===== src/rtl/cache_flush_sequencer.sv =====
// Flush walker: visits every (set, way), writes back valid dirty lines over a
// req/ack handshake, clears their dirty bits and pulses FlushDone at the end.
//
// state | meaning
// IDLE  | waiting for FlushStart; cache owns the set-address mux
// READ  | FlushAdr presented, tag/dirty array read in flight
// CHECK | examine valid & dirty of way WayCnt in the held read data
// WB    | WritebackReq held until WritebackAck
// CLEAR | one-cycle ClearDirty for the line just written back
// DONE  | one-cycle FlushDone, then back to IDLE
module cache_flush_sequencer #(
    parameter int NUMWAYS  = 4,
    parameter int NUMLINES = 128,
    parameter int SETLEN   = 7
) (
    input  logic               clk,
    input  logic               reset,
    input  logic               FlushStart,
    input  logic [NUMWAYS-1:0] ValidWay,
    input  logic [NUMWAYS-1:0] DirtyWay,
    input  logic               WritebackAck,
    output logic [SETLEN-1:0]  FlushAdr,
    output logic [NUMWAYS-1:0] FlushWay,
    output logic               SelFlush,
    output logic               WritebackReq,
    output logic               ClearDirty,
    output logic               FlushDone
);

    localparam int WAYLEN = $clog2(NUMWAYS);

    typedef enum logic [2:0] {
        IDLE,
        READ,
        CHECK,
        WB,
        CLEAR,
        DONE
    } stateType;

    stateType            state, nextState;
    logic [SETLEN-1:0]   setCnt, nextSet;
    logic [WAYLEN-1:0]   wayCnt, nextWay;
    logic                lastWay, lastSet, lineHit;

    assign lastWay = (wayCnt == WAYLEN'(NUMWAYS - 1));
    assign lastSet = (setCnt == SETLEN'(NUMLINES - 1));
    assign lineHit = ValidWay[wayCnt] & DirtyWay[wayCnt];

    always_comb begin
        nextState = state;
        nextSet   = setCnt;
        nextWay   = wayCnt;
        case (state)
            IDLE: begin
                if (FlushStart) begin
                    nextState = READ;
                    nextSet   = '0;
                    nextWay   = '0;
                end
            end
            READ:  nextState = CHECK;
            CHECK: begin
                if (lineHit) begin
                    nextState = WB;
                end else if (!lastWay) begin
                    nextState = CHECK;
                    nextWay   = wayCnt + 1'b1;
                end else if (!lastSet) begin
                    nextState = READ;
                    nextWay   = '0;
                    nextSet   = setCnt + 1'b1;
                end else begin
                    nextState = DONE;
                end
            end
            WB: begin
                if (WritebackAck) nextState = CLEAR;
            end
            CLEAR: begin
                // read data for this set is still held, so stay in CHECK for the next way
                if (!lastWay) begin
                    nextState = CHECK;
                    nextWay   = wayCnt + 1'b1;
                end else if (!lastSet) begin
                    nextState = READ;
                    nextWay   = '0;
                    nextSet   = setCnt + 1'b1;
                end else begin
                    nextState = DONE;
                end
            end
            DONE: begin
                nextState = IDLE;
                nextSet   = '0;
                nextWay   = '0;
            end
            default: begin
                nextState = IDLE;
                nextSet   = '0;
                nextWay   = '0;
            end
        endcase
    end

    always_ff @(posedge clk or posedge reset) begin
        if (reset) begin
            state        <= IDLE;
            setCnt       <= '0;
            wayCnt       <= '0;
            SelFlush     <= 1'b0;
            WritebackReq <= 1'b0;
            ClearDirty   <= 1'b0;
            FlushDone    <= 1'b0;
        end else begin
            state        <= nextState;
            setCnt       <= nextSet;
            wayCnt       <= nextWay;
            SelFlush     <= (nextState != IDLE);
            WritebackReq <= (nextState == WB);
            ClearDirty   <= (nextState == CLEAR);
            FlushDone    <= (nextState == DONE);
        end
    end

    assign FlushAdr = setCnt;
    // gated so the way select reads as zero for as long as reset is held
    assign FlushWay = reset ? '0 : (NUMWAYS'(1) << wayCnt);

endmodule


===== config.mk =====
export PLATFORM = sky130hd
export DESIGN_NAME = cache_flush_sequencer
export DESIGN_NICKNAME = d
export VERILOG_FILES = /design/src/rtl/cache_flush_sequencer.sv
export SDC_FILE = /design/constraint.sdc
export NUM_CORES = 1
export LEC_CHECK = 0
export ABC_AREA = 0
export ABC_CLOCK_PERIOD_IN_PS = 3700
export BUFFER_PORTS_ARGS = -buffer_cell sky130_fd_sc_hd__buf_2
export CAP_MARGIN = 20
export CORE_MARGIN = 3
export CORE_UTILIZATION = 35
export CTS_CLUSTER_SIZE = 40
export DETAILED_ROUTE_END_ITERATION = 10
export SLEW_MARGIN = 40
export SYNTH_ARGS = -nofsm -noshare
export SYNTH_HDL_FRONTEND = slang
export SYNTH_SLANG_ARGS = --single-unit

===== constraint.sdc =====
create_clock -name clk -period 3.7 [get_ports clk]
set_input_delay 0.925 -clock clk [delete_from_list [all_inputs] [get_ports clk]]
set_output_delay 0.925 -clock clk [all_outputs]
set_load 0.005 [all_outputs]

## Yosys cells after proc, flatten, opt, wreduce, memory -nomap -nowiden

Index checks and enable logic that the tools add are counted.

| cells by class | value |
|---|---|
| add/sub/neg operators | 2 |
| order comparisons | 1 |
| equal/unequal tests | 11 |
| shift operators | 1 |
| mux-type cells | 21 |
| bitwise gates (word level) | 2 |
| reductions and logical operators | 4 |

Operators with widths:

| operator | count |
|---|---|
| $mux W7 | 4 |
| $pmux W7 S4 | 1 |
| $mux W3 | 5 |
| $pmux W3 S5 | 1 |
| $eq A3 B2 Y1 const B | 3 |
| $eq A3 B3 Y1 const B | 3 |
| $mux W2 | 4 |
| $pmux W2 S4 | 1 |
| $add A7 B1 Y7 const B | 1 |
| $eq A7 B7 Y1 const B | 1 |
| $bmux W1 S2 | 2 |
| $mux W4 | 1 |
| $ne A2 B2 Y1 const B | 2 |
| $shl A1 B2 Y4 const A | 1 |
| $eq A3 B1 Y1 const B | 1 |
| $logic_not A3 Y1 | 1 |
| $lt A2 B3 Y1 const B | 1 |
| $reduce_and A3 Y1 | 1 |
| $reduce_bool A3 Y1 | 1 |
| $add A2 B1 Y2 const B | 1 |
| $eq A2 B2 Y1 const B | 1 |
| $mux W1 | 2 |
| $reduce_or A2 Y1 | 1 |
| $and A1 B1 Y1 | 1 |
| $not A1 Y1 | 1 |

| storage, ports and cells | value |
|---|---|
| bits in registers | 16 |
| bits of input ports | 12 |

## Logic depth before layout (Yosys ltp)

Gate-level depths: netlist (run 1).

| depth | value |
|---|---|
| depth in word-level cells | 6 |
| gate-level depth with buffers | 7 |

## Least setup slack after synthesis (run 1)

Ideal clock, no wire load.

| timing | value |
|---|---|
| path type | input -> register |
| start | input DirtyWay[2] |
| end | register setCnt[6], in the netlist FlushAdr[6] |
| library setup time | 0.121 ns |
| data arrival time | 2.104 ns |
| data required time | 3.579 ns |
| setup slack | 1.475 ns |
| stages on the path | 5 |
| cell sequence | nand2_1 > mux4_2 > a221o_1 > a31oi_1 > nor2_1 |

| between the ends | value |
|---|---|
| word-level cells in the longest chain between the ends | 5 |

Ends and longest elaborated chain:

| element | RTL line | text |
|---|---|---|
| start, declared | 20 | `input logic [NUMWAYS-1:0] DirtyWay,` |
| $bmux W1 S2 | 48 | `assign lineHit = ValidWay[wayCnt] & DirtyWay[wayCnt];` |
| $mux W1 (implied by the code) | 48 |  |
| $and A1 B1 Y1 | 48 |  |
| $ne A2 B2 Y1 (no source line) | - |  |
| $reduce_and A3 Y1 (no source line) | - |  |
| end signal, assigned | 117 | `setCnt <= nextSet;` |
| end, declared | 42 | `logic [SETLEN-1:0] setCnt, nextSet;` |

Every way passes these cells. The select of a mux whose other input is x is not followed.
A chain may end at the register's enable or synchronous reset.

## Worst setup path after layout (run 1)

| timing | value |
|---|---|
| start | register wayCnt[1] |
| end | output FlushWay[3] |

| between the ends | value |
|---|---|
| word-level cells in the longest chain between the ends | 2 |

Ends and longest elaborated chain:

| element | RTL line | text |
|---|---|---|
| start, declared | 43 | `logic [WAYLEN-1:0] wayCnt, nextWay;` |
| start signal, assigned | 118 | `wayCnt <= nextWay;` |
| $shl A1 B2 Y4 | 128 | `assign FlushWay = reset ? '0 : (NUMWAYS'(1) << wayCnt);` |
| $mux W4 | 128 |  |
| end, declared | 23 | `output logic [NUMWAYS-1:0] FlushWay,` |

Every way passes these cells.

==> results.txt, run 1 <==
Share of flip-flops with an asynchronous set or reset after synthesis: 1.00. Yosys attributes the largest share of cell area to dfrtp_1 41%, ha_1 6.4%, nand2_1 4.2%, nor2_1 4.2%, o21ai_0 4.1%. The logs give 792 for the via count of the first global-routing pass and 0 for the number of maximum-capacitance constraint violations. The overall track demand over capacity in global routing is 0.133, and the core footprint is 2570 µm². The total of flip-flops plus latches after synthesis was 16; the total setup buffers inserted after CTS was 0. The starting density of the core was 0.382.

Root buffer selected by CTS: clkbuf_4. Fraction of power consumed by the clock network: 0.131. The run gives 28 as the iteration-0 DRC count of the detailed router. For the initial antenna violation count, the log shows 0. For this design the static power due to leakage is 0.000613 µW. The total routed wirelength is 2.18 mm, and the number of antenna diodes is 0.

The total half-perimeter wirelength after legalization and detailed placement came out at 1.67 mm. After detailed routing, the average wire length per cell comes to 13.3 µm. The ratio of final minimum period to clock period came out at 0.657. The worst-case IR drop observed on VDD is 0.413 mV. The portion of the post-synthesis area used by sequential elements was 0.409; the post-route minimum period was 2.43 ns.

Synthesis produced a netlist with a net count of 125. During I/O placement, the number of pins put on the boundary was 27. The tools report the count of endpoints failing hold in the final timing report as 0. Cell type contributing the most total cell area after synthesis: dfrtp_1. Gates resized during post-CTS repair numbered 0. Along the worst path, the maximum fanout reaches 8. The tightest min-delay check is of the reg -> reg type.

In this run the cell area measured after placement is 1120 µm². During placement, the flow inserted port buffers numbering 26. Post-synthesis area per instance: 9.07 µm². The met2 usage in global routing came out at 0.211. The tools report the latest clock arrival within the worst-skew pair as 0.28 ns. The share of total power consumed by net switching is 0.424, and the data required time of the worst path is 2.77 ns.

The run finished with clean final reports. The final route contains 881 vias. The cell-internal power was 400 µW; the share of the synthesized area in the top cell type was 0.409. The critical path is of the reg -> out type.

For the final setup violation count, the log shows 0. The power density over the cells came out at 607 nW/µm². The worst setup path is launched from a flip-flop. The tools report the layout net count as 152.

The synthesis-to-finish area growth is 16.7%. For the combinational fraction of design power, the log shows 0.500. Summed over all failing endpoints, the final setup total negative slack is 0 ns.

The logs give 1140 µm² for the total non-filler cell area in the finished layout and 18 for the number of cell rows. The signal arrival time at the worst endpoint was 1.51 ns. The die covers 3470 µm².

Synthesis handed over a netlist of 108 instances. The clock passes through at most 2 buffers. For the net switching component of the power, the log shows 294 µW. In the synthesized netlist the dominant register cell turns out to be dfrtp_1.

The detailed-route DRC error count was 0. The largest net degree at the start of global routing was 17. Setup repair after global routing left no endpoint under its margin.

For the normalized max-slew margin, the log shows 0.564. The number of synthesized flops with an enable pin came out at 0. Clock-pin slew was measured on the worst setup and hold paths at 0.09 ns. In this run, distinct cell masters in the synthesized netlist total 39.

The number of optimization iterations in the first detailed-route pass was 4; the number of H-tree levels was 1. The global routing met1 resource utilization was 0.183; the total placed cells including tap cells was 160. TritonCTS built the clock tree.

The tightest hold path in the finished design has a slack of 0.543 ns. The tools report the number of synthesis warnings as 0. Global-route wire length before repair: 3.55 mm. The y dimension of the die is 58.9 µm, and the count of pins over their slew limit is 0. The sequential share of power was 0.369; the number of sinks handled by clock tree synthesis was 16.

Static timing analysis puts the maximum clock frequency at 0.411 GHz. The tools report the global-route met3 utilization as 0.0461. The tools report the routability congestion estimate as 0.820. The die span in x came out at 58.9 µm. The post-synthesis instance area was 980 µm²; the number of vias per cell after detailed routing was 5.40. The number of clock buffers added by TritonCTS is 3.

STA classifies the critical path endpoint as an output pin. The layer flagged by global routing as most heavily used is met2. After global routing the overflow that remains totals 0. At the pin with the least slew margin, the transition time is 0.653 ns. For this design, the CTS-stage hold fixing added 0 buffers. The fraction of layout cells with a size suffix above 1 is 0.256. For the number of standard cells in the final layout excluding fillers, the log shows 163. The number of nets with antenna violations after routing is 0, and the final setup skew is 0.00189 ns.
per-stage QoR:
| step | total power, µW | worst slack, ns | utilization |
|---|---|---|---|
| 6_report | 694 | 1.27 | 0.445 |
| 4_1_cts | 700 | 1.23 | 0.445 |
| 2_1_floorplan | 531 | 1.48 | - |
| 3_3_place_gp | 595 | 1.25 | 0.437 |
| 5_1_grt | 759 | 1.09 | 0.445 |
| 3_5_place_dp | 606 | 1.24 | 0.437 |
critical path, cell delays in order, from the launching register on:
cell     delay (ns)
dfrtp_1        0.44
ha_1           0.37
inv_1          0.18
nor2_1         0.12
buf_2          0.11
Yosys cell counts, types with 2 or more instances:
master,n
nor2b_1,5
nor2_1,11
nand2_1,11
a31oi_1,4
inv_1,7
clkbuf_1,2
and3_1,3
nand4_1,2
nand2b_1,2
o21ai_0,8
ha_1,5
a21o_1,2
a21oi_1,5
dfrtp_1,16
state kept, by name, summed over array words and instances (netlist names):
register	count
SelFlush	1
FlushDone	1
FlushAdr	7
ClearDirty	1
wayCnt	2
WritebackReq	1
state	3
final cells by class:
cell class / count / area (µm²)
fill: 266 / 1420
multi-input combinational: 81 / 527
clock buffer: 3 / 22.5
sequential: 16 / 400
tap: 30 / 37.5
timing repair buffer: 26 / 130
inverter: 7 / 26.3
kinds of logic after synthesis:
group                      Yosys count  synth area share
DFF                                 16             0.409
buffers and inverters               11            0.0536
AOI/OAI and AO/OA                   29             0.201
adders and majority gates            5            0.0639
muxes                                2            0.0345
and+or+nand+nor                     44             0.230
xor gates and xnor gates             1           0.00894
power by group through the flow:
| stage | Combinational, µW | Sequential, µW | Clock [µW] |
|---|---|---|---|
| after global routing | 394 | 265 | 99.9 |
| after detailed placement | 346 | 260 | 0 |
| after global placement | 336 | 259 | 0 |
| final | 347 | 256 | 90.7 |
| after floorplan | 288 | 243 | 0 |
| after CTS | 348 | 256 | 95.5 |
path summary, 6_finish.rpt:
path                        startpoint     endpoint  slack (ns)  depth (start not counted)
hold / removal             FlushAdr[5]  FlushAdr[5]        0.54                          1
max in group asynchronous        reset   ClearDirty        2.53                          2
setup reg to reg             wayCnt[1]  FlushAdr[6]        1.80                          4
hold reg to reg            FlushAdr[5]  FlushAdr[5]        0.54                          1
setup / recovery             wayCnt[1]  FlushWay[3]        1.27                          4
min in group asynchronous        reset  FlushAdr[5]        0.75                          2
cell usage in the layout, fill, tap and decap left out:
master     count
ha_1           5
nand3b_1       1
o22a_1         1
or2b_1         1
nand4_1        2
and2_1         1
a31oi_1        4
and3_1         3
a221o_1        1
a22oi_1        1
xor2_1         1
or2_1          1
a21o_1         2
a22o_1         1
inv_1          7
o21a_1         1
or3_1          1
mux2_2         1
clkbuf_4       3
a221oi_2       1
o31ai_1        1
and2b_1        1
nand2_1       11
o21ai_0        8
mux4_2         1
dfrtp_1       16
nand2b_1       2
nor2b_1        5
o21ai_2        1
nor2_1        11
o2bb2ai_1      1
nor4b_1        1
nand3_1        1
or2_2          1
a21oi_1        5
o41ai_1        1
buf_2         26
nor4_1         1
per-layer routing:
metal  share of wire  vias up
met1            0.47      416
met4               0        0
met2            0.46       29
li1                -      436
met5               0        -
met3           0.071        0
No activity file was read; power rests on OpenSTA's default activity.
==> inputs of run 2 (changes only) <==
Settings changed: ABC_CLOCK_PERIOD_IN_PS 3700 to 2450.
Clock period 3.7 ns to 2.45 ns, I/O delays scaled along.
==> results.txt, run 2 (synthesis gave the netlist of run 1 again) <==
The run finished with clean final reports. The logs give 1090 µW for the overall power and 0.000621 µW for the cell leakage power. The layout net count was 152.

The source of the worst register-to-register timing path is wayCnt[1]. Timing would allow up to 0.463 GHz. Post-CTS repair changed the size of 0 cells. The run gives 867 as the via count of the first global-routing pass. TritonCTS built the clock tree. For the largest net degree at the start of global routing, the log shows 17. The first routing iteration left 21 violations. For the initial antenna violation count, the log shows 0.

The die is 58.9 µm tall. The maximum vdd drop came out at 0.696 mV. The number of buffers added on ports works out to 26.

Latest clock arrival within the worst-skew pair: 0.30 ns. Number of H-tree levels: 1. In the final routed layout, each cell accounts on average for 13.7 µm.

Setup violations remaining at the end of the flow were counted as 0. The clock-pin slew of the registers on the worst-case setup and hold paths was 0.10 ns. Setup repair after global routing left no endpoint under its margin. The root buffer selected by CTS is clkbuf_4. The tools report the core footprint as 2570 µm². Summed over all layers, the routed wires come to 2.25 mm. The tools report the vias after detailed routing as 917.

Using the TritonRoute via totals, the vias-per-cell ratio works out to 5.59. The number of flip-flops under the largest register name was 7; the final setup skew was 0.00492 ns. The leftover overflow at the end of global routing is 0. The worst setup path is of the reg -> out kind. The hold-fix buffer count after cts is 0. The fraction of layout cells with a size suffix above 1 is 0.261. The logs give 0.451 for the final standard cell utilization of the core and 0 for the count of endpoints failing hold in the final timing report. The area growth from synthesis to layout is 18.1%. In this run the remaining antenna-violating nets after routing total 0. The number of antenna diodes in the final layout is 0. STA puts the critical path data required time at 1.84 ns. The run gives 0 as the count of pins over their slew limit.

After detailed routing, the number of remaining DRC violations is 0. Max-cap violations in this run came to 0. The first global-routing pass estimated 3.80 mm of wire. Summed over all nets, the half-perimeter wirelength after detailed placement is 1.70 mm. The signal arrival time at the worst endpoint is 1.55 ns. Leaving out fill and tap cells, the most frequent cells in the layout are 26 x buf_2, 16 x dfrtp_1, 11 x nand2_1, 11 x nor2_1, 8 x o21ai_0. The library cell used most frequently in the layout, excluding fill and tap cells, is buf_2.

The largest fanout on the critical path is 8, and the die footprint is 3470 µm². The tools report the capturing element type of the critical path as an output pin. The total negative setup slack is 0 ns. The logs give 16 for the number of sinks handled by clock tree synthesis and 0.288 ns for the final critical-path setup slack. For the finished layout, the period the worst path requires is 2.16 ns. For the deepest clock path buffer count, the log shows 2.

Before antenna repair, the detailed router went through 4 iterations. The number of cell rows is 18, and the die span in x is 58.9 µm. The critical path launch point is wayCnt[1]. The logs give 0.382 for the starting density of the core and 3 for the number of buffers added by the clock tree synthesis step.

For the routability congestion estimate, the log shows 0.820. The number of setup buffers added after CTS is 0. For this design the ratio of total power to cell area is 946 nW/µm². At the pin with the least slew margin, the transition time is 0.620 ns. The normalized max-slew margin is 0.586. The class of the most critical hold timing path is in -> async. The ratio of final minimum period to clock period is 0.882. The worst slack after detailed placement was 0.337 ns. The overall track demand over capacity in global routing was 0.146; the number of I/O pins was 27. STA classifies the critical path startpoint as a flip-flop.
-- run 2: critical path, stage by stage, from the launching register on --
cell and delay, ns:
dfrtp_1 0.46, ha_1 0.37, inv_1 0.19, nor2_1 0.13
buf_2 0.11
-- run 2: routing by layer --
| layer | vias up | part of all wire | GRT usage |
|---|---|---|---|
| li1 | 435 | - | - |
| met1 | 423 | 0.42 | 0.178 |
| met2 | 50 | 0.46 | 0.232 |
| met3 | 9 | 0.098 | 0.0526 |
| met4 | 0 | 0.021 | 0.0615 |
| met5 | - | 0 | 0 |
-- run 2: path summary, 6_finish.rpt --
kind                               end  slack, ns  cells past startpoint
max reg2reg                FlushAdr[6]       0.55                      4
min reg2reg                FlushAdr[5]       0.54                      1
min in group clk           FlushAdr[5]       0.54                      1
max                        FlushWay[3]       0.29                      4
max in group asynchronous     state[1]       1.64                      2
min                        FlushAdr[4]       0.41                      2
-- run 2: per-stage QoR --
step	std cells	instance area (µm²)	hold slack [ns]
floorplan	108	980	0.501
global placement	160	1120	0.523
detailed placement	160	1120	0.530
CTS	164	1160	0.435
global route	164	1160	0.453
finish	164	1160	0.408
-- run 2: final cells by class --
cell class	count	area, µm²
flip-flops and latches	16	400
multi-input cells	81	527
fillers	264	1410
clock buffers	4	36.3
repair buffers	26	130
well taps	30	37.5
inverters	7	26.3
-- run 2: report_power, final --
part / internal, µW / switching (µW) / total [µW]
registers: 321 / 68.1 / 389
clock network: 90.6 / 91.8 / 182
logic: 225 / 298 / 523
==> inputs of run 3 (changes only) <==
--- a/config.mk
+++ b/config.mk
@@ -11,7 +11,8 @@
 export CAP_MARGIN = 20
 export CORE_MARGIN = 3
-export CORE_UTILIZATION = 35
+export CORE_UTILIZATION = 50
 export CTS_CLUSTER_SIZE = 40
 export DETAILED_ROUTE_END_ITERATION = 10
+export PLACE_DENSITY_LB_ADDON = 0.25
 export SLEW_MARGIN = 40
 export SYNTH_ARGS = -nofsm -noshare
==> constraint.sdc (replaced) <==
create_clock -name clk -period 2.45 [get_ports clk]
set_input_delay 0.6125 -clock clk [delete_from_list [all_inputs] [get_ports clk]]
set_output_delay 0.6125 -clock clk [all_outputs]
set_load 0.05 [all_outputs]
==> results.txt, run 3 (synthesis gave the netlist of run 1 again) <==
The flow ran to the end, and the final reports show no timing, DRC or antenna violations. The root buffer selected by CTS was clkbuf_4. The count of buffers added on input and output ports is 26.

The logs give 0 for the count of pins over their slew limit and 1.63 mm for the total half-perimeter wirelength after legalization and detailed placement. The y dimension of the die was 50.3 µm; the number of nets with antenna violations after routing was 0. The number of I/O pins is 27. In the layout the commonest cells are 26 x buf_2, 16 x dfrtp_1, 11 x nand2_1, 11 x nor2_1, 8 x o21ai_0.

Relative to the synthesized area, the layout overhead comes to 17.5%. Along the worst path, the maximum fanout reaches 8. Setup violations remaining at the end of the flow were counted as 0. The commonest non-fill, non-tap cell in the layout is buf_2. Routability congestion estimate: 0.824.

Vias after detailed routing: 910. The floorplan has 15 rows. The repair_antennas step left the layout with diodes totalling 0. Class of the most critical hold timing path: in -> async. For this run, design rule violations remaining after detail routing come to 0. Global routing finished with a remaining overflow of 0. Total power for the finished layout comes to 1220 µW.

Across the run, the number of max-cap violations was 0. Across the VDD grid, the largest voltage drop is 0.701 mV. The initial antenna violation count is 0. Final hold analysis gives a worst-case slack of 0.421 ns. Number of sinks handled by clock tree synthesis: 16. The run gives 0 as the count of endpoints failing hold in the final timing report. The fraction of layout cells with a size suffix above 1 is 0.261, and the starting density of the core is 0.549. The run gives 0 as the number of gates resized after CTS. For the pin with the worst max-slew slack, the measured transition is 0.636 ns. The number of placed instances, taps included, is 155. Post-route minimum period: 2.30 ns. The capturing element type of the critical path was an output pin. The power density over the cells was 1060 nW/µm². At the worst endpoint, the arrival time is 1.69 ns. Ratio of final minimum period to clock period: 0.938. The area of the multi-input gates was 527 µm². The detail-routed net length per standard cell was 13.8 µm; the total setup buffers inserted after CTS was 0. For the worst-skew pair, the clock arrives at the later sink with an insertion delay of 0.29 ns.

The maximum clock rate is 0.435 GHz. The critical path launch point was wayCnt[1]. The clock arrives with 0.00437 ns of skew.

TritonCTS built the clock tree. The global-route wire length before repair was 3.68 mm; the largest net degree at the start of global routing was 17. The worst register-to-register path has a setup slack of 0.56 ns. The number of H-tree levels was 1.

The startpoint identified for the worst register-to-register timing path is wayCnt[1]. After clock tree synthesis, the clock-pin slew on the worst setup and hold paths is 0.10 ns. The tools report the via count of the first global-routing pass as 858. The deepest clock path buffer count was 2; the layout net count was 152.

The floorplan step defined a core boundary enclosing 1780 µm². The routed design has 2.20 mm of wire. Normalized max-slew margin: 0.575.

The die span in x was 50.3 µm; the number of buffers added by the clock tree synthesis step was 3. The critical path launch point type was a flip-flop. The register with the most flip-flops in the layout has 7 of them.

The number of vias per cell after detailed routing was 5.72. After filler insertion, the fill cell instance count of the layout stands at 140. By startpoint and endpoint, the worst setup path is classified as reg -> out. The overall track demand over capacity in global routing was 0.191.

The number of standard cells in the final layout excluding fillers was 159; the total area of sequential cells was 400 µm². The total negative setup slack is 0 ns, and the iteration-0 DRC count of the detailed router is 32. STA puts the critical path data required time at 1.84 ns. Setup repair after global routing left no endpoint under its margin. The floorplan step defined a die boundary enclosing 2530 µm². In this run the static leakage power is 0.000621 µW. The pre-antenna-repair detailed-routing pass consisted of 4 iterations. The number of hold buffers added after CTS was 0.
[run 3: per-layer routing]
metal | share of wire | global-route usage
met5 | 0 | 0
met4 | 0.0036 | 0.0737
met3 | 0.081 | 0.0475
met2 | 0.50 | 0.313
met1 | 0.42 | 0.239
[run 3: path summary, 6_finish.rpt]
| path | to | depth (start not counted) |
|---|---|---|
| worst min-delay path | wayCnt[0] | 2 |
| max in group asynchronous | FlushDone | 2 |
| min in group clk | FlushAdr[6] | 2 |
| worst max register to register | FlushAdr[6] | 4 |
| worst max-delay path | FlushWay[3] | 4 |
| worst min register to register | FlushAdr[6] | 2 |
[run 3: final cells by class]
type,instances,area share
Clock buffer,4,0.0315
Multi-Input combinational cell,81,0.458
Sequential cell,16,0.348
Timing Repair Buffer,26,0.113
Inverter,7,0.0228
Tap cell,25,0.0272
[run 3: stage by stage]
step / setup WS, ns / utilization / area, µm²
final: 0.151 / 0.646 / 1150
after global routing: 0.0262 / 0.646 / 1150
after CTS: 0.145 / 0.646 / 1150
after detailed placement: 0.349 / 0.625 / 1110
after global placement: 0.374 / 0.625 / 1110
after floorplan: 0.274 / - / 980
[run 3: where the power goes]
part	switching (µW)	total, µW	internal [µW]
combinational	421	648	227
clock	92.5	183	90.5
sequential	69.9	391	321
total	583	1220	638
[run 3: worst max-delay path, stage by stage, from the launching register on]
cell	delay [ns]
dfrtp_1	0.47
ha_1	0.36
inv_1	0.18
nor2_1	0.12
buf_2	0.26
